==> config.mk <==
export PLATFORM = sky130hd
export DESIGN_NAME = scan_decoder
export DESIGN_NICKNAME = d
export VERILOG_FILES = /design/src/rtl/scan_decoder_pkg.sv /design/src/rtl/scan_tick.sv /design/src/rtl/scan_decoder.sv
export SDC_FILE = /design/constraint.sdc
export NUM_CORES = 1
export LEC_CHECK = 0
export ABC_AREA = 1
export CAP_MARGIN = 20
export CORE_MARGIN = 2
export CORE_UTILIZATION = 30
export DETAILED_ROUTE_END_ITERATION = 8
export HOLD_SLACK_MARGIN = 0.03
export PLACE_DENSITY = 0.53
export SYNTH_ARGS = -nofsm -noshare
export SYNTH_HDL_FRONTEND = slang
export SYNTH_SLANG_ARGS = --single-unit
==> constraint.sdc <==
create_clock -name iClk -period 1.95 [get_ports iClk]
set_input_delay 0.39 -clock iClk [delete_from_list [all_inputs] [get_ports iClk]]
set_output_delay 0.39 -clock iClk [all_outputs]
set_load 0.1 [all_outputs]
==> src/rtl/scan_decoder_pkg.sv <==
// Shared mode encodings and width helper for the scan decoder.
package scan_decoder_pkg;

  typedef enum logic [1:0] {
    MODE_ONEHOT = 2'b00,
    MODE_THERMO = 2'b01,
    MODE_SCAN   = 2'b10,
    MODE_HOLD   = 2'b11
  } mode_t;

  function automatic int outWidth(input int selW);
    return 1 << selW;
  endfunction

endpackage

==> src/rtl/scan_tick.sv <==
// Scan prescaler: emits a one-cycle tick every SCAN_DIV running cycles; tick is combinational from the count.
// No backpressure: run low holds the count, clear restarts the dwell.
module scan_tick #(
  parameter int SCAN_DIV = 4
) (
  input  logic clk,
  input  logic rst,
  input  logic clear,
  input  logic run,
  output logic tick
);

  localparam int PRE_W = (SCAN_DIV > 1) ? $clog2(SCAN_DIV) : 1;
  localparam logic [PRE_W-1:0] PRE_LAST = PRE_W'(SCAN_DIV - 1);

  logic [PRE_W-1:0] pre;

  assign tick = run && !clear && (pre == PRE_LAST);

  always_ff @(posedge clk) begin
    if (rst || clear) begin
      pre <= '0;
    end else if (run) begin
      pre <= tick ? '0 : pre + 1'b1;
    end
  end

endmodule

==> src/rtl/scan_decoder.sv <==
// Registered N-to-2^N decoder (one-hot/thermometer/scan/hold); 1-cycle latency, no backpressure, iEna blanks and pauses.
// SCAN_DECODER_ACTIVE_LOW_EN inverts oData (active channels read 0, blank/reset value all ones).
import scan_decoder_pkg::*;

module scan_decoder #(
  parameter int SEL_W     = 5,
  parameter int SCAN_DIV  = 4,
  parameter int SCAN_LAST = 2**SEL_W - 1
) (
  input  logic                          iClk,
  input  logic                          iRst,
  input  logic                          iEna,
  input  logic [1:0]                    iMode,
  input  logic                          iLoad,
  input  logic [SEL_W-1:0]              iData,
  output logic [outWidth(SEL_W)-1:0]    oData,
  output logic [SEL_W-1:0]              oIndex,
  output logic                          oWrap
);

  localparam int OUT_W = outWidth(SEL_W);
`ifdef SCAN_DECODER_ACTIVE_LOW_EN
  localparam logic ACTIVE_LOW = 1'b1;
`else
  localparam logic ACTIVE_LOW = 1'b0;
`endif
  // Doubles as the blank/reset value and the XOR mask applied to decoded data.
  localparam logic [OUT_W-1:0] POL_MASK = {OUT_W{ACTIVE_LOW}};

  mode_t            mode;
  mode_t            prevMode;
  logic [SEL_W-1:0] idx;
  logic [SEL_W-1:0] idxNext;
  logic             wrapNext;
  logic [OUT_W-1:0] decoded;
  logic             loadEn;
  logic             scanClear;
  logic             scanRun;
  logic             tick;

  assign mode      = mode_t'(iMode);
  assign loadEn    = iLoad && (mode != MODE_HOLD);
  assign scanClear = (mode == MODE_SCAN) && (loadEn || (prevMode != MODE_SCAN));
  assign scanRun   = (mode == MODE_SCAN) && iEna;
  assign oIndex    = idx;

  scan_tick #(.SCAN_DIV(SCAN_DIV)) uTick (
    .clk   (iClk),
    .rst   (iRst),
    .clear (scanClear),
    .run   (scanRun),
    .tick  (tick)
  );

  always_comb begin
    idxNext  = idx;
    wrapNext = 1'b0;
    if (loadEn) begin
      idxNext = iData;
    end else if (tick) begin
      // Indices loaded beyond SCAN_LAST also wrap straight back to 0.
      if (idx >= SEL_W'(SCAN_LAST)) begin
        idxNext  = '0;
        wrapNext = 1'b1;
      end else begin
        idxNext = idx + 1'b1;
      end
    end
  end

  always_comb begin
    decoded = '0;
    for (int i = 0; i < OUT_W; i++) begin
      if (mode == MODE_THERMO) begin
        decoded[i] = (SEL_W'(i) <= idxNext);
      end else begin
        decoded[i] = (SEL_W'(i) == idxNext);
      end
    end
  end

  always_ff @(posedge iClk) begin
    prevMode <= mode;
    if (iRst) begin
      idx   <= '0;
      oWrap <= 1'b0;
      oData <= POL_MASK;
    end else begin
      idx   <= idxNext;
      oWrap <= wrapNext;
      if (!iEna) begin
        oData <= POL_MASK;
      end else if (mode != MODE_HOLD) begin
        oData <= decoded ^ POL_MASK;
      end
    end
  end

endmodule

==> out/qor.yml <==
status: "finished, final reports clean"
max-cap-violations: 0
numCtsBuffers: 5
fin_skew_ns: 0.0119
antenna_found_initial: 0
fin_cells: 534
row_count: 32
drive_above_1_share_pct: 41.9
design.core.area_sq_um: 7770
cts_root_buffer: "clkbuf_8"
min_period_over_period_pct: 98.0
slew_violations: 0
nets: 445
placed_area_sq_um: 3260
hold_viol: 0
vias: 2523
startpoint: "oIndex[0]"
crit_type: "flip-flop to flip-flop"
cts_tree: "built"
drt-initial-drc-count: 125
power_density_nw_per_um2: 686
ys.flop_type: "dfxtp_1"
reg2reg_from: "oIndex[0]"
syn_nets: 358
grt_pass1_vias: 2373
syn_inst: 344
firstDrtPassIters: 4
yosysTopAreaCell: "dfxtp_1"
die_h_um: 94.0
clk_pin_slew_worst_paths_ns: 0.09
cts_hold_buf: 0
yosysTopAreaCellShare_pct: 34.6
hp-class: "input pin to flip-flop"
grtUsageTotal_pct: 16.9
grt_max_degree: 37
yosysMostFrequentCell: "nand2_1"
multi_input_area_sq_um: 1630
drc: 0
htreeDepth: 2
start_util_pct: 31.2
synth_common_cells: "71 x nand2_1, 46 x nor2_1, 42 x dfxtp_1"
rsz0062_at_grt: "true"
ant_nets: 0
final_cell_area_sq_um: 3640
endpoint_kind: "flip-flop"
wire_per_inst_um: 13.5
diodes: 0
slew_headroom_pct: 78.0
seq_area_frac_synth_pct: 34.6
die_x_um: 94.0
peakVddDrop_uv: 282
cp-start-kind: "flip-flop"
min-delay-start: "iMode[1]"
layout_min_cycle_time_ns: 1.91
leakage_nw: 1.68
clock_latency_ns: 0.31
ys_types: 28
holdWs_ns: 0.426
avgSynthCellArea_sq_um: 7.06
avgViaCountPerCell: 4.72
routed_wl_um: 7230
grt_pass1_wl_um: 11700
clock.fmax_mhz: 523
synth_edf_count: 0
num-fill-cells: 810
ys_ff_latch: 42
clockBufferDepth: 2
arrival_ns: 2.17
gp_congestion: 0.890
async_reset_ff_share_pct: 0
finalSetupViolations: 0
clock-sinks: 42
dieArea_sq_um: 8830
crit_fanout: 5
dp.cells: 516
synth.cell_area_sq_um: 2430
crit_required_ns: 2.21
numPortBuffers: 48
setup_tns_ns: 0
tightestPinTransition_ns: 0.330
synthToLayoutAreaGrowth_pct: 50.1
dp_hpwl_um: 5380
yosysWarnings: 0
regArea_sq_um: 858
ios: 49
synthTopCellsByArea: "dfxtp_1 35%, nand2_1 11%, nand3_1 7.2%, nor2_1 7.1%, nand2_4 6.0%"
overflow: 0
-- power breakdown --
part	total, mW	internal, mW	switching, mW
registers	0.917	0.891	0.0251
clock network	0.700	0.383	0.317
logic	0.884	0.288	0.596
-- what timing repair did --
action                     4_1_cts  5_1_grt
pin swaps                        2       26
gates cloned                     1        1
buffers inserted                 1        7
setup endpoints to repair       34       31
resized for setup               11       41
-- worst max-delay path, cell delays in order (launching register included) --
cell and delay [ns]:
dfxtp_4 0.35, ha_4 0.16, nand2_2 0.06, nor2_2 0.04, ha_2 0.21, a21oi_4 0.16
nand3_2 0.11, nand2_4 0.13, nand2_8 0.09, buf_4 0.15, nor2_1 0.13, nand3_2 0.10
nand3_2 0.07, nand2_1 0.04, inv_1 0.05
-- cell families (layout without fill, tap and decap cells) --
| family | after synthesis | in the layout | synth area share, % |
|---|---|---|---|
| AND/OR/NAND/NOR | 196 | 198 | 41.4 |
| AO/OA/AOI/OAI | 55 | 55 | 12.5 |
| buffers and inverters | 46 | 132 | 9.12 |
| flip-flops | 42 | 42 | 34.6 |
| adder cells (fa/ha/maj) | 3 | 3 | 1.55 |
| XOR/XNOR | 2 | 2 | 0.722 |
-- state kept, by name (all words and copies together), names as in the netlist --
name	count
oData	32
oIndex	5
oWrap	1
prevMode	2
uTick.pre	2
-- metrics by stage --
stage / util (%) / power (mW) / setup slack, ns
floorplan: - / 1.49 / -0.0241
global placement: 42.0 / 1.73 / -0.519
detailed placement: 42.0 / 1.73 / -0.572
CTS: 44.2 / 2.45 / 0.00550
finish: 46.9 / 2.50 / 0.0392
global route: 46.9 / 2.62 / -0.0575
-- layout by cell type, fill, tap and decap left out, types with 2 or more instances in the layout --
master and instances:
nor3_1 4, o21ai_0 20, nand2_1 61, nor2_2 6, nand4_1 3, or2_2 2
nor2_4 9, dfxtp_4 4, nand3_2 14, nand2_2 12, buf_12 7, o21ai_1 3
buf_6 2, clkbuf_8 5, dlygate4sd2_1 3, a21oi_4 3, dfxtp_2 2, nand2_4 15
inv_4 2, a21oi_1 22, o21ai_2 3, inv_2 7, clkdlybuf4s50_1 6, xor2_1 2
nor2_1 39, nand3_1 25, dfxtp_1 36, buf_4 71, inv_1 24, nand2_8 5
a21oi_2 3
-- layout make-up --
cell class,instances,share of cell area (%)
Clock buffer,6,1.99
Clock inverter,2,0.996
Inverter,34,3.71
Multi-Input combinational cell,258,44.6
Sequential cell,42,23.6
Tap cell,102,3.50
Timing Repair Buffer,90,21.6
-- final timing paths --
kind / end / depth (start not counted) / slack (ns)
min: prevMode[1] / 2 / 0.43
min reg2reg: oData[25] / 2 / 0.47
max: oData[29] / 14 / 0.04
max reg2reg: oData[29] / 14 / 0.04
-- routing by layer --
layer / vias up / track usage, % / share of wire [%]
li1: 1292 / - / -
met1: 1163 / 24.2 / 49
met2: 61 / 26.0 / 46
met3: 7 / 2.81 / 4.0
met4: 0 / 5.31 / 1.3
met5: - / 0 / 0
Power figures use the tool's default switching activity.
